<file path="src/rtl/pong_text_pkg.sv">
// Shared constants, FSM encoding and character helpers for the on-screen score text.
package pong_text_pkg;

    localparam logic [6:0] CHAR_SPACE = 7'h20;
    localparam logic [6:0] CHAR_ZERO  = 7'h30;
    localparam int         DIGITS     = 3;
    localparam int         BCD_W      = 4 * DIGITS;

    typedef enum logic [1:0] {
        ST_IDLE    = 2'd0,
        ST_SHIFT_L = 2'd1,
        ST_SHIFT_R = 2'd2,
        ST_COMMIT  = 2'd3
    } state_e;

    typedef struct packed {
        logic [6:0] c2;
        logic [6:0] c1;
        logic [6:0] c0;
    } chars_t;

    // Hundreds/tens/ones BCD to ASCII, optionally blanking leading zeros (ones never blank).
    function automatic chars_t bcd_to_chars(input logic [BCD_W-1:0] bcd, input logic blank_lz);
        chars_t ch;
        logic   h_zero;
        logic   t_zero;
        h_zero = (bcd[11:8] == 4'd0);
        t_zero = (bcd[7:4] == 4'd0);
        ch.c2  = (blank_lz && h_zero) ? CHAR_SPACE : CHAR_ZERO + {3'b000, bcd[11:8]};
        ch.c1  = (blank_lz && h_zero && t_zero) ? CHAR_SPACE : CHAR_ZERO + {3'b000, bcd[7:4]};
        ch.c0  = CHAR_ZERO + {3'b000, bcd[3:0]};
        return ch;
    endfunction

endpackage

</file>
<file path="src/rtl/bcd_dd_step.sv">
// One double-dabble iteration: add 3 to every BCD nibble >= 5, then shift in one binary bit.
module bcd_dd_step
    import pong_text_pkg::*;
(
    input  logic [BCD_W-1:0] bcd_i,
    input  logic             bit_i,
    output logic [BCD_W-1:0] bcd_o
);

    logic [BCD_W-1:0] adj;

    // NOTE: every combinational output gets a default first so no path can infer a latch.
    always_comb begin
        adj = bcd_i;
        for (int i = 0; i < DIGITS; i++) begin
            if (bcd_i[4*i +: 4] >= 4'd5) begin
                adj[4*i +: 4] = bcd_i[4*i +: 4] + 4'd3;
            end
        end
        // Scores never exceed 999, so the bit shifted out of the top is always zero.
        bcd_o = BCD_W'({adj, bit_i});
    end

endmodule

</file>
<file path="src/rtl/score_ascii_conv.sv">
// Snapshots both player scores on frame_start, converts them to BCD serially and
// commits all six ASCII characters in a single cycle.
module score_ascii_conv
    import pong_text_pkg::*;
#(
    parameter int SCORE_W  = 7,
    parameter int BLANK_LZ = 1
) (
    input  logic               clk_0,
    input  logic               rst,
    input  logic               frame_start,
    input  logic [SCORE_W-1:0] score_l,
    input  logic [SCORE_W-1:0] score_r,
    output logic [6:0]         l_char2,
    output logic [6:0]         l_char1,
    output logic [6:0]         l_char0,
    output logic [6:0]         r_char2,
    output logic [6:0]         r_char1,
    output logic [6:0]         r_char0,
    output logic               busy,
    output logic               valid
);

    localparam logic             BLANK     = (BLANK_LZ != 0);
    localparam int               CNT_W     = 4;
    localparam logic [CNT_W-1:0] LAST_BIT  = CNT_W'(SCORE_W - 1);
    localparam chars_t           RST_CHARS = bcd_to_chars('0, BLANK);

    state_e             state_q,    state_d;
    logic [CNT_W-1:0]   cnt_q,      cnt_d;
    logic [SCORE_W-1:0] snap_l_q,   snap_l_d;
    logic [SCORE_W-1:0] snap_r_q,   snap_r_d;
    logic [BCD_W-1:0]   bcd_q,      bcd_d;
    logic [BCD_W-1:0]   left_bcd_q, left_bcd_d;
    chars_t             l_chars_q,  l_chars_d;
    chars_t             r_chars_q,  r_chars_d;
    logic               valid_q,    valid_d;

    logic               step_bit;
    logic [BCD_W-1:0]   step_out;

    // A single converter step is time-shared between the left and right phases.
    bcd_dd_step u_step (
        .bcd_i (bcd_q),
        .bit_i (step_bit),
        .bcd_o (step_out)
    );

    always_comb begin
        state_d    = state_q;
        cnt_d      = cnt_q;
        snap_l_d   = snap_l_q;
        snap_r_d   = snap_r_q;
        bcd_d      = bcd_q;
        left_bcd_d = left_bcd_q;
        l_chars_d  = l_chars_q;
        r_chars_d  = r_chars_q;
        valid_d    = 1'b0;
        step_bit   = (state_q == ST_SHIFT_R) ? snap_r_q[SCORE_W-1] : snap_l_q[SCORE_W-1];

        case (state_q)
            ST_IDLE: begin
                if (frame_start) begin
                    snap_l_d = score_l;
                    snap_r_d = score_r;
                    bcd_d    = '0;
                    cnt_d    = '0;
                    state_d  = ST_SHIFT_L;
                end
            end
            ST_SHIFT_L: begin
                bcd_d    = step_out;
                snap_l_d = snap_l_q << 1;
                cnt_d    = cnt_q + CNT_W'(1);
                if (cnt_q == LAST_BIT) begin
                    left_bcd_d = step_out;
                    bcd_d      = '0;
                    cnt_d      = '0;
                    state_d    = ST_SHIFT_R;
                end
            end
            ST_SHIFT_R: begin
                bcd_d    = step_out;
                snap_r_d = snap_r_q << 1;
                cnt_d    = cnt_q + CNT_W'(1);
                if (cnt_q == LAST_BIT) begin
                    cnt_d   = '0;
                    state_d = ST_COMMIT;
                end
            end
            ST_COMMIT: begin
                // The right result is still in the accumulator; both sides land together.
                l_chars_d = bcd_to_chars(left_bcd_q, BLANK);
                r_chars_d = bcd_to_chars(bcd_q, BLANK);
                valid_d   = 1'b1;
                state_d   = ST_IDLE;
            end
            default: state_d = ST_IDLE;
        endcase
    end

    // NOTE: sequential state uses non-blocking assignments so every flop samples pre-edge values.
    always_ff @(posedge clk_0 or negedge rst) begin
        if (!rst) begin
            state_q    <= ST_IDLE;
            cnt_q      <= '0;
            snap_l_q   <= '0;
            snap_r_q   <= '0;
            bcd_q      <= '0;
            left_bcd_q <= '0;
            l_chars_q  <= RST_CHARS;
            r_chars_q  <= RST_CHARS;
            valid_q    <= 1'b0;
        end else begin
            state_q    <= state_d;
            cnt_q      <= cnt_d;
            snap_l_q   <= snap_l_d;
            snap_r_q   <= snap_r_d;
            bcd_q      <= bcd_d;
            left_bcd_q <= left_bcd_d;
            l_chars_q  <= l_chars_d;
            r_chars_q  <= r_chars_d;
            valid_q    <= valid_d;
        end
    end

    assign l_char2 = l_chars_q.c2;
    assign l_char1 = l_chars_q.c1;
    assign l_char0 = l_chars_q.c0;
    assign r_char2 = r_chars_q.c2;
    assign r_char1 = r_chars_q.c1;
    assign r_char0 = r_chars_q.c0;
    assign busy    = (state_q != ST_IDLE);
    assign valid   = valid_q;

endmodule

</file>
<file path="config.mk">
export PLATFORM = sky130hd
export DESIGN_NAME = score_ascii_conv
export DESIGN_NICKNAME = d
export VERILOG_FILES = /design/src/rtl/pong_text_pkg.sv /design/src/rtl/bcd_dd_step.sv /design/src/rtl/score_ascii_conv.sv
export SDC_FILE = /design/constraint.sdc
export NUM_CORES = 1
export LEC_CHECK = 0
export ABC_CLOCK_PERIOD_IN_PS = 3390
export CAP_MARGIN = 20
export CORE_MARGIN = 2
export CORE_UTILIZATION = 34
export DETAILED_ROUTE_END_ITERATION = 10
export SYNTH_ARGS = -nofsm -noshare
export SYNTH_HDL_FRONTEND = slang
export SYNTH_SLANG_ARGS = --single-unit
</file>
<file path="constraint.sdc">
create_clock -name clk_0 -period 3.39 [get_ports clk_0]
set_input_delay 1.017 -clock clk_0 [delete_from_list [all_inputs] [get_ports clk_0]]
set_output_delay 1.017 -clock clk_0 [all_outputs]
set_load 0.05 [all_outputs]
</file>
==> metrics.txt, run 1 <==
result of the run=finished clean; layout cell share with drive strength beyond 1=16.2%; crit-path max FO=5; final wirelength=between 7000 and 8000 um; Area Overhead vs Synth=20.8%; clk root buf=clkbuf_8; Die Span Y=107 um; area of the mapped netlist=between 3000 and 4000 um2; FF+latch count, synth=73; Hold Crit Class=reg -> reg; CP most frequent cell=inv_1; XOR/XNOR Fraction of Synth Area=less than 1%; Post-CTS Setup Inserts=0; Worst Max-Slew Pin Slew=586 ps; I/O pin total=61; Net Sw Power=0.00135 W; VDD IR max=roughly 0.00042 V; max-cap viol count=0; Slowest-stage cell, CP=clkdlybuf4s50_1; largest buffer count on any clock path=2; core area=just over 10000 um2; post-synthesis sequential area ratio=50.7%; worst reg2reg path depth=7; Clock Pin Slew Worst Setup and Hold Paths=approximately 80 ps; sequential share of power=between 30% and 40%; # rows=37; Avg Cell Area, Syn=10.9 um2; post-synth cell types=41; initial DRC count=95; skew final=6.78 ps; Synth Area in Compound Gates=between 10% and 20%; crit-path cells=inv_1 -> ha_1 -> inv_1 -> clkdlybuf4s50_1; DR WL/cell=about 14 um; clock latency on the worst-skew pair=around 350 ps; final core utilization=a little over two fifths; clock power share=22.9%; DRT Pass-1 Iters=4; CTS tree=done; GR Overflow Total=0; Total GRT Usage=a little over an eighth; fillers=about 1000; post-route ant nets=0; Achievable Freq=~330 MHz; PortBufs=46; n_diodes=0; Worst Path Arrival=roughly 2000 ps; Required @ worst endpoint=2370 ps; Die W=107 um; most common cell after layout, fill and taps aside=dfrtp_1; P_int=around 0.0020 W; Initial Utilization=about a third; Post-Synth Simple-Gate Area=8.59%; global-route wire length before repair=approximately 12000 um; CTS Sinks=73; Fin. Hold Viols=0; number of flops mapped to enable cells by yosys=0; slew margin rel.=between 60% and 70%; LEAKAGE=between 1.5 and 2 nW; Synth Instances=330; die area=between 10000 and 15000 um2; Setup Crit Path Kind=reg -> out; Vias/cell=around 5; largest net degree at the start of global routing=74; Synth Area in Adders=approximately 5%; hold slack=around 480 ps; mux cell area share after synthesis=between 10% and 20%; Final Max Tran Viols=0; clock period minus worst slack=~3000 ps; RSZ-0062 raised after global routing=no; Final setup viols=0; H-tree depth=3; commonest non-fill, non-tap cells in the layout=dfrtp_1 (73), clkdlybuf4s50_1 (45), mux2_2 (32); post_cts resized=0; largest family of logic cells by synthesized area=compound AO/OA/AOI/OAI gates; switching share of power=between 40% and 50%; ys async rst share=100%; area of the multi-input gates=~1600 um2; Sequential Area=approximately 1800 um2; Min-Delay Path Depth=2; nature of the critical path startpoint=flop; clock buffer count from CTS=9; pwr/cell area=roughly 770 nW/um2; initial antenna violation count=0; Final Cycle Share=88.9%; hold buffers post-CTS=0; crit end category=output port; combinational share of power=a little over 40%; Detail Placement HPWL=between 4000 and 5000 um; delay of the slowest cell on the worst path=a little over 800 ps; vias in the first global route=2525; Main synth FF type=dfrtp_1; GPL Wtd Cong=between 0.7 and 0.8; drc violations=0; Synth warnings=0; Vias=approximately 2500; setup_tns=0 ps; Final nets=403
==> Yosys cell counts (2+ instances only) <==
library cell | instances | share of area [%]
o22ai_1 | 29 | 5.0
mux2_2 | 32 | 10
dfrtp_1 | 73 | 51
and3_1 | 2 | 0.35
conb_1 | 2 | 0.21
nor3b_1 | 6 | 1.3
nand3_1 | 3 | 0.42
clkbuf_1 | 5 | 0.52
xnor2_1 | 3 | 0.73
nor2_1 | 10 | 1.0
o21ai_0 | 15 | 2.1
o31ai_1 | 4 | 0.83
buf_4 | 17 | 3.5
inv_1 | 20 | 2.1
a21oi_1 | 27 | 3.8
a22o_1 | 7 | 1.7
ha_1 | 14 | 4.9
buf_2 | 8 | 1.1
nor4_1 | 2 | 0.35
a32o_1 | 3 | 0.83
nand3b_1 | 2 | 0.42
nand2b_1 | 6 | 1.0
nand2_1 | 18 | 1.9
mux2i_1 | 5 | 1.4
==> worst max-delay path: cells and delay by family, from the launching register on <==
kind	cells	cell delay, ps
buffers and inverters	3	1020
adders and majority gates	1	210
DFF	1	420
==> cell type report <==
class,instances,share of cell area (%)
clock buffers,9,2.85
clock inverters,7,2.36
inverters,20,1.73
multi-input cells,218,35.7
flip-flops and latches,73,42.0
well taps,136,3.91
repair buffers,50,11.4
==> power by group through the flow <==
stage	sequential [W]	clock, W	combinational (W)
finish	0.00119	0.000767	0.00139
global route	0.00122	0.000828	0.00153
CTS	0.00119	0.000791	0.00141
detailed placement	0.00120	0	0.00140
global placement	0.00120	0	0.00138
floorplan	0.00134	0	0.000944
==> path summary, 6_finish.rpt <==
kind                                from  slack (ps)            end
setup / recovery              state_q[0]         380           busy
hold / removal             left_bcd_q[3]         480  left_bcd_q[3]
setup reg to reg              state_q[1]        1270       bcd_q[3]
hold reg to reg            left_bcd_q[3]         480  left_bcd_q[3]
max in group asynchronous            rst        2380       bcd_q[0]
min in group asynchronous            rst         680     l_char0[2]
==> flip-flops by register name, indices dropped and copies added (netlist names), 5 cells and up <==
signal	flops
l_char2	5
bcd_q	12
r_char1	5
r_char2	5
l_char1	5
snap_l_q	7
left_bcd_q	12
snap_r_q	7
==> per-layer routing <==
metal | vias to the layer above | global-route usage, % | wire length, um
li1 | 1238 | - | -
met1 | 1207 | 18.1 | 3430
met2 | 56 | 21.8 | 3350
met3 | 11 | 3.22 | 273
met4 | 0 | 4.17 | 75
met5 | - | 0 | 0
==> cells by family after synthesis <==
logic type | Yosys count
simple gates | 57
compound gates | 93
flops | 73
buf+inv | 51
other cells | 2
fa+ha+maj | 14
mux | 37
xor+xnor | 3
==> per-stage QoR <==
step / total power [W] / setup slack [ps] / cells / area [um2]
after floorplan: 0.00229 / 1210 / 342 / 3640
final: 0.00335 / 375 / 513 / 4350
after global placement: 0.00258 / 773 / 497 / 4120
after global routing: 0.00358 / 275 / 513 / 4350
after CTS: 0.00339 / 358 / 513 / 4350
after detailed placement: 0.00261 / 746 / 497 / 4120
(Power assumes the default switching activity.)
==> inputs of run 2 (changes only) <==
--- a/config.mk
+++ b/config.mk
@@ -7,7 +7,6 @@
 export LEC_CHECK = 0
 export ABC_CLOCK_PERIOD_IN_PS = 3390
 export CAP_MARGIN = 20
-export CORE_MARGIN = 2
 export CORE_UTILIZATION = 34
 export DETAILED_ROUTE_END_ITERATION = 10
 export SYNTH_ARGS = -nofsm -noshare
==> run 2 against run 1 <==
Compared with the run above: setup slack improved by 14 ps; clock power decreased by 19%; first-iteration DRC count decreased by 7.4%; via count increased by 2.9%; global-route usage increased by 0.84 points; critical path type unchanged; highest routed layer unchanged; design area decreased by 1.1%; critical path depth unchanged.
==> metrics.txt, run 2 (same netlist as run 1, synthesis figures left out) <==
GR Overflow Total=0 (unchanged); clock buffer count from CTS=9 (unchanged); clk root buf=clkbuf_8 (unchanged); Die W=105 um (was 107 um); I/O pin total=61 (unchanged); Vias/cell=5.04 (was 4.90); Required @ worst endpoint=2370 ps (about the same); fillers=1028 (was 1014); LEAKAGE=1.89 nW (was 1.92 nW); drc violations=0 (unchanged); crit end category=output port (unchanged); Die Span Y=105 um (was 107 um); slew margin rel.=61.9% (was 60.8%); result of the run=finished clean (unchanged); most common cell after layout, fill and taps aside=dfrtp_1 (unchanged); area of the multi-input gates=1550 um2 (unchanged); hold buffers post-CTS=0 (unchanged); H-tree depth=3 (unchanged); Setup Crit Path Kind=reg -> out (unchanged); clock period minus worst slack=3000 ps (was 3010 ps); global-route wire length before repair=12700 um (was 12300 um); Power Total=0.00321 W (was 0.00335 W); Total GRT Usage=14.4% (was 13.5%); DRT Pass-1 Iters=4 (unchanged); fin cells=513 (unchanged); die area=11000 um2 (was 11400 um2); max-cap viol count=0 (unchanged); Area Overhead vs Synth=19.5% (was 20.8%); Post-CTS Setup Inserts=0 (unchanged); hold slack=497 ps (was 483 ps); n_diodes=0 (unchanged); initial antenna violation count=0 (unchanged); largest net degree at the start of global routing=74 (unchanged); Worst Path Arrival=1980 ps (was 2000 ps); Detail Placement HPWL=4990 um (was 4970 um); initial DRC count=88 (was 95); Vias=2586 (was 2512); Fin. Hold Viols=0 (unchanged); crit-path max FO=5 (unchanged); Achievable Freq=333 MHz (was 332 MHz); largest registers=bcd_q: 12 flops, left_bcd_q: 12 flops (unchanged); Initial Utilization=35.0% (was 34.9%); skew final=8.35 ps (was 6.78 ps); Worst Max-Slew Pin Slew=571 ps (was 586 ps); Final Cycle Share=88.5% (was 88.9%); Clock Pin Slew Worst Setup and Hold Paths=80 ps (about the same); placed cells=497 (unchanged); Hold Crit Class=reg -> reg (unchanged); pwr/cell area=746 nW/um2 (was 769 nW/um2); final wirelength=7200 um (was 7130 um); post_cts resized=0 (unchanged); nature of the critical path startpoint=flop (unchanged); post-route ant nets=0 (unchanged); clock latency on the worst-skew pair=350 ps (about the same); core area=10300 um2 (about the same); VDD IR max=0.000643 V (was 0.000423 V); final core utilization=41.9% (was 42.1%); # rows=37 (unchanged); Hold Crit Start=left_bcd_q[3] (unchanged); layout cell share with drive strength beyond 1=16.2% (unchanged); Final Max Tran Viols=0 (unchanged); worst reg2reg startpoint=state_q[1] (unchanged); PortBufs=46 (unchanged); Final setup viols=0 (unchanged); commonest non-fill, non-tap cells in the layout=dfrtp_1 (73), clkdlybuf4s50_1 (45), mux2_2 (32) (unchanged); DR WL/cell=14.0 um (was 13.9 um); CTS tree=done (unchanged); setup_tns=0 ps (unchanged); largest buffer count on any clock path=2 (unchanged); vias in the first global route=2615 (was 2525); GPL Wtd Cong=0.828 (was 0.755); CTS Sinks=73 (unchanged); Final nets=403 (unchanged); Sequential Area=1830 um2 (unchanged); Worst Setup SP=state_q[0] (unchanged); RSZ-0062 raised after global routing=no (unchanged)
run 2: cell type report:
type	count	share of cell area (%)
Sequential cell	73	42.5
Multi-Input combinational cell	218	36.1
Timing Repair Buffer	50	11.6
Tap cell	136	3.96
Clock buffer	10	3.20
Inverter	20	1.75
Clock inverter	6	0.960
run 2: final timing paths:
path | endpoint | slack (ps) | cells after the start
max | busy | 390 | 4
min | left_bcd_q[3] | 500 | 2
max in group asynchronous | r_char0[1] | 2390 | 2
min in group asynchronous | l_char0[3] | 680 | 2
max reg2reg | left_bcd_q[9] | 1260 | 4
min reg2reg | left_bcd_q[3] | 500 | 2
run 2: per-layer routing:
| layer | share of wire (%) | track usage [%] | vias up |
|---|---|---|---|
| met4 | 1.2 | 5.03 | 0 |
| met2 | 46 | 22.1 | 63 |
| met5 | 0 | 0 | - |
| li1 | - | - | 1236 |
| met1 | 48 | 19.5 | 1277 |
| met3 | 4.6 | 3.87 | 10 |
run 2: worst max-delay path: stages, from the launching register on:
cell and delay [ps]:
dfrtp_1 440, inv_1 90, ha_1 210, inv_1 90, clkdlybuf4s50_1 810
run 2: through the flow:
stage | cell area (um2) | setup WS (ps)
6_report | 4300 | 389
5_1_grt | 4300 | 257
4_1_cts | 4300 | 372
3_5_place_dp | 4120 | 731
3_3_place_gp | 4120 | 787
2_1_floorplan | 3640 | 1210
run 2: where the power goes:
group          switching [W]  internal (W)
Clock               0.000338      0.000285
Sequential          0.000137       0.00105
Combinational       0.000871      0.000529
==> inputs of run 3 (changes only) <==
--- a/config.mk
+++ b/config.mk
@@ -6,7 +6,6 @@
 export NUM_CORES = 1
 export LEC_CHECK = 0
 export ABC_CLOCK_PERIOD_IN_PS = 3390
-export CAP_MARGIN = 20
 export CORE_UTILIZATION = 34
 export DETAILED_ROUTE_END_ITERATION = 10
 export SYNTH_ARGS = -nofsm -noshare
==> results of run 3 <==
No change in the layout: final DEF, timing and power equal those of run 2.
